File: src/rtl/integer_formatter_pkg.sv
// rtl/integer_formatter_pkg.sv - shared widths, ASCII constants and state encoding for the integer formatter
package integer_formatter_pkg;

  localparam int CHAR_BITES          = 8;
  localparam int ATTRIBUTE_VAL_BITES = 10;

  localparam logic [7:0] ASCII_ZERO  = 8'h30;
  localparam logic [7:0] ASCII_SPACE = 8'h20;
  localparam logic [7:0] ASCII_GT    = 8'h3E;

  localparam logic [2:0] ST_IDLE    = 3'd0;
  localparam logic [2:0] ST_CONVERT = 3'd1;
  localparam logic [2:0] ST_EMIT    = 3'd2;
  localparam logic [2:0] ST_TERM    = 3'd3;
  localparam logic [2:0] ST_DONE    = 3'd4;

endpackage

File: src/rtl/integer_formatter_if.sv
// rtl/integer_formatter_if.sv - start/value request and character stream bundle of the integer formatter
interface integer_formatter_if
  import integer_formatter_pkg::*;
#(
  parameter int VAL_WIDTH  = ATTRIBUTE_VAL_BITES,
  parameter int CHAR_WIDTH = CHAR_BITES
);
  logic                  start;
  logic [VAL_WIDTH-1:0]  value;
  logic [CHAR_WIDTH-1:0] char;
  logic                  char_valid;
  logic                  char_ready;
  logic                  busy;
  logic                  has_finished;

  modport master (
    input  start, value, char_ready,
    output char, char_valid, busy, has_finished
  );

  modport slave (
    output start, value, char_ready,
    input  char, char_valid, busy, has_finished
  );
endinterface

File: src/rtl/integer_formatter_int_to_char.sv
// rtl/integer_formatter_int_to_char.sv - combinational BCD digit to ASCII character, inverse of char_to_int
module int_to_char
  import integer_formatter_pkg::*;
#(
  parameter int CHAR_WIDTH = CHAR_BITES
) (
  input  logic [3:0]            digit,
  output logic [CHAR_WIDTH-1:0] ascii
);
  assign ascii = CHAR_WIDTH'(ASCII_ZERO) + CHAR_WIDTH'(digit);
endmodule

File: src/rtl/integer_formatter.sv
// rtl/integer_formatter.sv - binary to ASCII decimal stream via serial double-dabble, MSD first, leading zeros dropped
// INTEGER_FORMATTER_TERM_EN adds a trailing space character after the last digit.
module integer_formatter
  import integer_formatter_pkg::*;
#(
  parameter int VAL_WIDTH  = ATTRIBUTE_VAL_BITES,
  parameter int CHAR_WIDTH = CHAR_BITES,
  parameter int MAX_DIGITS = 4
) (
  input logic                 clock,
  input logic                 reset,
  integer_formatter_if.master bus
);
  localparam int BCD_W = 4 * MAX_DIGITS;
  localparam int CNT_W = $clog2(VAL_WIDTH + 1);
  localparam int IDX_W = (MAX_DIGITS > 1) ? $clog2(MAX_DIGITS) : 1;

  logic [2:0]            state;
  logic [VAL_WIDTH-1:0]  val_q;
  logic [VAL_WIDTH-1:0]  val_step;
  logic [BCD_W-1:0]      bcd_q;
  logic [BCD_W-1:0]      bcd_adj;
  logic [BCD_W-1:0]      bcd_step;
  logic [CNT_W-1:0]      count_q;
  logic [IDX_W-1:0]      idx_q;
  logic [IDX_W-1:0]      msd_idx;
  logic [IDX_W-1:0]      sel_idx;
  logic [BCD_W-1:0]      sel_bcd;
  logic [3:0]            sel_nibble;
  logic [CHAR_WIDTH-1:0] sel_char;
  logic [CHAR_WIDTH-1:0] char_q;
  logic                  char_valid_q;
  logic                  busy_q;
  logic                  finished_q;

  always_comb begin
    bcd_adj = bcd_q;
    for (int i = 0; i < MAX_DIGITS; i++) begin
      if (bcd_q[4*i +: 4] >= 4'd5) bcd_adj[4*i +: 4] = bcd_q[4*i +: 4] + 4'd3;
    end
  end

  assign bcd_step = {bcd_adj[BCD_W-2:0], val_q[VAL_WIDTH-1]};
  assign val_step = {val_q[VAL_WIDTH-2:0], 1'b0};

  // Highest nonzero digit of the finished conversion; all-zero leaves index 0 so "0" is still emitted.
  always_comb begin
    msd_idx = '0;
    for (int i = 0; i < MAX_DIGITS; i++) begin
      if (bcd_step[4*i +: 4] != 4'd0) msd_idx = IDX_W'(i);
    end
  end

  // The single digit converter feeds the next char register: first digit comes from the last
  // conversion step, later digits from the stored BCD one position below the current one.
  always_comb begin
    sel_bcd = bcd_q;
    sel_idx = idx_q - 1'b1;
    if (state == ST_CONVERT) begin
      sel_bcd = bcd_step;
      sel_idx = msd_idx;
    end
  end

  assign sel_nibble = sel_bcd[4*int'(sel_idx) +: 4];

  int_to_char #(.CHAR_WIDTH(CHAR_WIDTH)) u_int_to_char (
    .digit (sel_nibble),
    .ascii (sel_char)
  );

  always_ff @(posedge clock) begin
    if (reset) begin
      state        <= ST_IDLE;
      val_q        <= '0;
      bcd_q        <= '0;
      count_q      <= '0;
      idx_q        <= '0;
      char_q       <= '0;
      char_valid_q <= 1'b0;
      busy_q       <= 1'b0;
      finished_q   <= 1'b0;
    end else begin
      case (state)
        ST_IDLE, ST_DONE: begin
          if (bus.start) begin
            val_q      <= bus.value;
            bcd_q      <= '0;
            count_q    <= '0;
            finished_q <= 1'b0;
            busy_q     <= 1'b1;
            state      <= ST_CONVERT;
          end
        end
        ST_CONVERT: begin
          bcd_q   <= bcd_step;
          val_q   <= val_step;
          count_q <= count_q + 1'b1;
          if (count_q == CNT_W'(VAL_WIDTH - 1)) begin
            idx_q        <= msd_idx;
            char_q       <= sel_char;
            char_valid_q <= 1'b1;
            state        <= ST_EMIT;
          end
        end
        ST_EMIT: begin
          if (bus.char_ready) begin
            if (idx_q != '0) begin
              idx_q  <= idx_q - 1'b1;
              char_q <= sel_char;
            end else begin
`ifdef INTEGER_FORMATTER_TERM_EN
              char_q <= CHAR_WIDTH'(ASCII_SPACE);
              state  <= ST_TERM;
`else
              char_q       <= '0;
              char_valid_q <= 1'b0;
              busy_q       <= 1'b0;
              finished_q   <= 1'b1;
              state        <= ST_DONE;
`endif
            end
          end
        end
`ifdef INTEGER_FORMATTER_TERM_EN
        ST_TERM: begin
          if (bus.char_ready) begin
            char_q       <= '0;
            char_valid_q <= 1'b0;
            busy_q       <= 1'b0;
            finished_q   <= 1'b1;
            state        <= ST_DONE;
          end
        end
`endif
        default: state <= ST_IDLE;
      endcase
    end
  end

  assign bus.char         = char_q;
  assign bus.char_valid   = char_valid_q;
  assign bus.busy         = busy_q;
  assign bus.has_finished = finished_q;

endmodule

File: src/flat_wrapper.sv
// flat-port wrapper written by rule: the top's interface ports become plain ports
module integer_formatter_flat import integer_formatter_pkg::*;
#(
  parameter int VAL_WIDTH  = ATTRIBUTE_VAL_BITES,
  parameter int CHAR_WIDTH = CHAR_BITES,
  parameter int MAX_DIGITS = 4
)
  (clock, reset, bus_start, bus_value, bus_char_ready, bus_char, bus_char_valid, bus_busy, bus_has_finished);
  integer_formatter_if #(.VAL_WIDTH(VAL_WIDTH), .CHAR_WIDTH(CHAR_WIDTH)) bus_i ();
  input logic clock;
  input logic reset;
  input wire logic [$bits(bus_i.start)-1:0] bus_start;
  input wire logic [$bits(bus_i.value)-1:0] bus_value;
  input wire logic [$bits(bus_i.char_ready)-1:0] bus_char_ready;
  output wire logic [$bits(bus_i.char)-1:0] bus_char;
  output wire logic [$bits(bus_i.char_valid)-1:0] bus_char_valid;
  output wire logic [$bits(bus_i.busy)-1:0] bus_busy;
  output wire logic [$bits(bus_i.has_finished)-1:0] bus_has_finished;
  assign bus_i.start = bus_start;
  assign bus_i.value = bus_value;
  assign bus_i.char_ready = bus_char_ready;
  assign bus_char = bus_i.char;
  assign bus_char_valid = bus_i.char_valid;
  assign bus_busy = bus_i.busy;
  assign bus_has_finished = bus_i.has_finished;
  integer_formatter #(.VAL_WIDTH(VAL_WIDTH), .CHAR_WIDTH(CHAR_WIDTH), .MAX_DIGITS(MAX_DIGITS)) u_core (.clock(clock), .reset(reset), .bus(bus_i));
endmodule
File: config.mk
export PLATFORM = sky130hd
export DESIGN_NAME = integer_formatter_flat
export DESIGN_NICKNAME = d
export VERILOG_FILES = /design/src/rtl/integer_formatter_pkg.sv /design/src/rtl/integer_formatter_if.sv /design/src/rtl/integer_formatter_int_to_char.sv /design/src/rtl/integer_formatter.sv /design/src/flat_wrapper.sv
export SDC_FILE = /design/constraint.sdc
export NUM_CORES = 1
export LEC_CHECK = 0
export BUFFER_PORTS_ARGS = -buffer_cell sky130_fd_sc_hd__buf_2
export CAP_MARGIN = 20
export CORE_MARGIN = 5
export CORE_UTILIZATION = 30
export DETAILED_ROUTE_END_ITERATION = 16
export GPL_ROUTABILITY_DRIVEN = 1
export PLACE_DENSITY = 0.59
export SYNTH_ARGS = -nofsm -noshare
export SYNTH_HDL_FRONTEND = slang
export SYNTH_SLANG_ARGS = --single-unit
export TNS_END_PERCENT = 20
File: constraint.sdc
create_clock -name clock -period 2.11 [get_ports clock]
set_clock_uncertainty 0.05 [all_clocks]
set_input_delay 0.211 -clock clock [delete_from_list [all_inputs] [get_ports clock]]
set_output_delay 0.211 -clock clock [all_outputs]
set_load 0.03 [all_outputs]
# Word-level counts from Yosys, hierarchy flattened
# Index checks and enable logic that the tools add are counted.
# totals
ramBits,0
inputBits,14
output_inout_bits,11
rom_bits,0
regBits,46
memories,0
latchBits,0
# classes
bitwise_logic,0
n_eq_ne,9
div_mod_pow,0
muxes,38
n_reduce_logical,15
shift,1
n_addsub,7
n_mul,0
n_lt_le_gt_ge,4
# op_table
cell,count
$mux W16,2
$pmux W16 S2,1
$mux W8,3
$pmux W10 S2,1
$ge A4 B3 Y1 const B,4
$mux W4,4
$pmux W8 S2,1
$reduce_and A4 Y1,4
$shiftx A16 B5 Y4,1
$mux W3,5
$add A4 B2 Y4 const B,3
$mux W2,6
$reduce_bool A4 Y1,3
$mux W10,1
$pmux W3 S3,1
$mux W1,8
$ne A2 B2 Y1 const B,4
$pmux W4 S2,1
$reduce_bool A2 Y1,4
$add A6 B4 Y7 const A,1
$pmux W1 S2,3
$add A4 B1 Y4 const B,1
$eq A4 B4 Y1 const B,1
$pmux W2 S2,1
10 further kinds,10

# Depth between registers and ports, before layout
# logic_depth
depth_word,12
depth_mapped,9
ltp_nobuf,9

# Hierarchy
# A second synthesis with hierarchy kept.
# hier_totals
cells_unflattened,334
hier_area_um2,2588.7
# by_module_without_submodules
module,instances,cells_each,area_each_um2
integer_formatter,1,324,2521.2
int_to_char,1,10,67.6

# Worst setup path before layout
# OpenSTA, ideal clock, no wires.
# synth_timing
kind,register to register
startpoint,register u_core.bcd_q[5]
endpoint,register u_core.char_q[2] (netlist: u_core.bus.char[2])
arrival_ns,2.050
slack_ns,-0.115
path_stages_with_launch,10
required_ns,1.935
setup_time_ns,0.125
cell_sequence,dfxtp_1 -> inv_1 -> ha_1 -> nand2b_1 -> a21o_1 -> mux2i_1 -> o311a_4 -> o311a_4 -> a22oi_1 -> o31ai_1
# synth_between
elab_chain_cells,12
word_cells_on_any_way,16
# synth_rtl
element,line_no,rtl
start: declaration,integer_formatter.sv:21,logic [BCD_W-1:0] bcd_q;
start signal: assignment,integer_formatter.sv:96,bcd_q <= bcd_step;
$add A4 B2 Y4 / $ge A4 B3 Y1 (equally long branches),integer_formatter.sv:39,if (bcd_q[4*i +: 4] >= 4'd5) bcd_adj[4*i +: 4] = bcd_q[4*i +: 4] + 4'd3;
$mux W4,integer_formatter.sv:39,
$reduce_bool A4 Y1,integer_formatter.sv:50,if (bcd_step[4*i +: 4] != 4'd0) msd_idx = IDX_W'(i);
$mux W1,integer_formatter.sv:50,
$mux W2 (2 in series),integer_formatter.sv:50,
$mux W2,integer_formatter.sv:59,if (state == ST_CONVERT) begin
$shiftx A16 B5 Y4 (*),integer_formatter.sv:65,assign sel_nibble = sel_bcd[4*int'(sel_idx) +: 4];
$add A6 B4 Y7 (*),integer_formatter_int_to_char.sv:10,assign ascii = CHAR_WIDTH'(ASCII_ZERO) + CHAR_WIDTH'(digit);
$mux W8,integer_formatter.sv:108,if (idx_q != '0) begin
$mux W8,integer_formatter.sv:107,if (bus.char_ready) begin
$pmux W8 S2 (*),integer_formatter.sv:84,case (state)
end signal: assignment,integer_formatter.sv:101,char_q <= sel_char;
end signal: assignment,integer_formatter.sv:110,char_q <= sel_char;
end: declaration,integer_formatter.sv:31,logic [CHAR_WIDTH-1:0] char_q;
# Mark *: on every way between the ends. The rest lies on a longest branch, timed or not. The select of a mux whose other input is x is not followed.
# A chain may end at the register's enable or synchronous reset.

# Final worst setup path
# layout_timing
startpoint,register u_core.bcd_q[1]
endpoint,register u_core.char_q[0] (netlist: u_core.bus.char[0])
# layout_between
elab_chain_cells,12
word_cells_on_any_way,15
# layout_rtl
element,line_no
$add A4 B2 Y4 / $ge A4 B3 Y1 (equally long branches),integer_formatter.sv:39
$mux W4 (*),integer_formatter.sv:39
$reduce_bool A4 Y1,integer_formatter.sv:50
$mux W1,integer_formatter.sv:50
$mux W2 (2 in series),integer_formatter.sv:50
$mux W2,integer_formatter.sv:59
$shiftx A16 B5 Y4 (*),integer_formatter.sv:65
$add A6 B4 Y7 (*),integer_formatter_int_to_char.sv:10
$mux W8,integer_formatter.sv:108
$mux W8,integer_formatter.sv:107
$pmux W8 S2 (*),integer_formatter.sv:84
# Marked as above.

==> qor.txt <==
run status - complete, but fails checks
failing checks - negative setup slack
CTS sink cnt - 43
final setup fails - 1
total power after layout - 1.64 mW
final instance area - 0.00312 mm^2
Fmax - 0.463 GHz
first-pass GRT wire length - 10.5 mm
I/O pin cnt - 25
top post-synthesis cells by area - dfxtp_1 (34%), nand2_1 (7.3%), a21oi_1 (7.2%), ha_1 (5.5%), nor2_1 (5.1%)
Slew Limit Fails - 0
max-cap violations - 0
gr ovfl total - 0
CTS clk-pin slew, worst paths - 90 ps
Final Worst Setup Slack - -49.9 ps
leading register cell type out of synthesis - dfxtp_1
Yosys top cell area share - 34.4%
Req. time, crit path - 2250 ps
Final #Nets - 387
Largest stage delay, worst path - 390 ps
drt first pass iters - 4
PwrDens - 524 mW/mm^2
placer congestion estimate - 0.845
Post-synth EDFFs - 0
largest net degree at the start of global routing - 37
Synth Warn # - 0
number of synthesized register bits - 43
Worst Setup Start Kind - flip-flop
HPWL after detailed placement - 4.63 mm
endpoint type of the worst setup path - flip-flop
post-synth cell types - 48
Top delay family on crit path - compound AO/OA/AOI/OAI gates
Tcrit/Tclk final - 102%
Num CTS Buffers - 5
multi-input logic area - 0.00161 mm^2
DR iter-0 viols - 123
H-tree lvl count - 2
CTS Hold Bufs - 0
largest area contributor in the netlist - dfxtp_1
P_leak - 1.21 nW
Worst Path Buf+Inv - 1
DRC Markers - 0
wirelength, routed - 6.37 mm
async set-or-reset flop fraction in the synthesized netlist - 0%
Post-Syn Instances - 319
RSZ-0062 raised after global routing - yes
Clk Latency, worst-skew pair - 300 ps
Ant. Diodes - 0
Die Ht - 101 um
clock root buffer - clkbuf_8
post-synthesis area per instance - 7.85 um^2
WP data arrival - 2300 ps
DRT antenna net count - 0
die width - 101 um
Layout area overhead - 24.7%
vias per std cell - 5.00
fillcell total - 872
CTS tree - done
initial antenna violation count - 0
CP Cell Sequence - inv_2 -> ha_1 -> nand2b_4 -> or2b_2 -> o21ai_2 -> o311a_4 -> o311a_4 -> a32oi_1 -> o21ai_1
Slew @ Worst Pin - 733 ps
slew margin rel. - 51.1%
gr usage total - 12.6%
Crit Path Class - flip-flop to flip-flop
CP dominant cell by count - o311a_4
CTS Buffer Depth - 2
Row Count - 33
worst vdd ir - 0.269 mV
Initial Util - 30.6%
Placeable Area - 0.00818 mm^2
die area - 0.0103 mm^2
Crit-path slowest cell - o311a_4
PortBufs - 22
Hold WC Path Type - primary input to flip-flop
Final Hold Viols - 0
most instantiated library cell after synthesis - nand2_1
Seq/Total Area, Yosys - 34.4%
number of global-route vias before repair - 2,144
mean routed wirelength per cell - 13.6 um
Cell Area, Synth - 0.00250 mm^2
Register Area - 870 um^2
vias - 2,341
CP max FO - 4
fraction of layout cells with a size suffix above 1 - 29.5%
DP Area - 0.00291 mm^2
Synth top cells by count - nand2_1 (49), dfxtp_1 (43), a21oi_1 (36), nor2_1 (34), o21ai_0 (16)
crit path time final - 2160 ps
==> routing by layer <==
metal / routed length [um] / global-route usage [%]
met1: 2970 / 16.9
met5: 0 / 0
met3: 245 / 2.27
met2: 3050 / 20.1
met4: 97 / 5.01
==> power by group <==
group,switching (mW),internal (mW)
sequential,0.0134,0.832
combinational,0.129,0.0787
clock,0.285,0.299
total,0.427,1.21
==> logic make-up (layout without fill, tap and decap cells) <==
logic type               count (synthesis)  count (layout)  share of synthesized area [%]
flip-flops                              43              43                           34.4
AO/OA/AOI/OAI                           95              95                           24.6
multiplexers                             8               8                           3.25
buffers and inverters                   31              74                           6.65
XOR/XNOR                                 5               5                           1.75
adder cells (fa/ha/maj)                 11              11                           5.50
AND/OR/NAND/NOR                        125             125                           23.7
other                                    1               2                          0.150
==> registers in the layout, indices dropped and copies added, names as in the netlist <==
register	cells
u_core.bcd_q	16
u_core.bus.busy	1
u_core.bus.char	5
u_core.bus.char_valid	1
u_core.bus.has_finished	1
u_core.count_q	4
u_core.idx_q	2
u_core.state	3
u_core.val_q	10
==> cells in the final DEF, fill, tap and decap left out, types with 5 or more instances in the layout <==
cell type  netlist  layout
a22oi_1         15      14
dfxtp_1         43      36
buf_4            4      30
inv_2            0       6
mux2i_1          7       6
ha_1            11       7
o21ai_0         16      14
nand3_1          9       9
a21oi_1         36      35
inv_1           12       6
nand2_1         49      47
o211ai_1         8       8
dfxtp_2          0       7
clkbuf_8         2       7
buf_2            0      22
nor2_1          34      32
nor3_1           6       5
==> final timing paths <==
path	from	end	slack (ps)	cells past startpoint
setup / recovery	u_core.bcd_q[1]	u_core.bus.char[0]	-50	9
hold / removal	bus_value[0]	u_core.val_q[0]	140	3
setup reg to reg	u_core.bcd_q[1]	u_core.bus.char[0]	-50	9
hold reg to reg	u_core.val_q[6]	u_core.val_q[6]	410	2
==> cell type report <==
cell class,count,area share (%)
clock buffers,8,3.21
inverters,12,1.44
multi-input cells,246,51.4
flip-flops and latches,43,27.9
well taps,105,4.21
repair buffers,54,11.9
==> timing repair <==
item                                    in CTS  in global routing
buffers inserted                             0                  1
pin swaps                                    2                  7
endpoints found under the setup margin       3                  5
gates resized for setup                      7                 24
==> metrics by stage <==
stage	setup TNS (ps)	instances	hold slack, ps	util, %	worst slack [ps]
2_1_floorplan	0	320	322	-	11.9
3_3_place_gp	-34.6	459	393	35.4	-29.1
3_5_place_dp	-158	460	399	35.6	-77.1
4_1_cts	0	468	123	37.1	0.145
5_1_grt	-258	468	151	38.2	-97.2
6_report	-49.9	468	136	38.2	-49.9
==> tightest hold or removal path, cell delays in order <==
cell and delay, ps:
buf_2 80, a22oi_1 70, nor2_1 80
(Power assumes the default switching activity.)
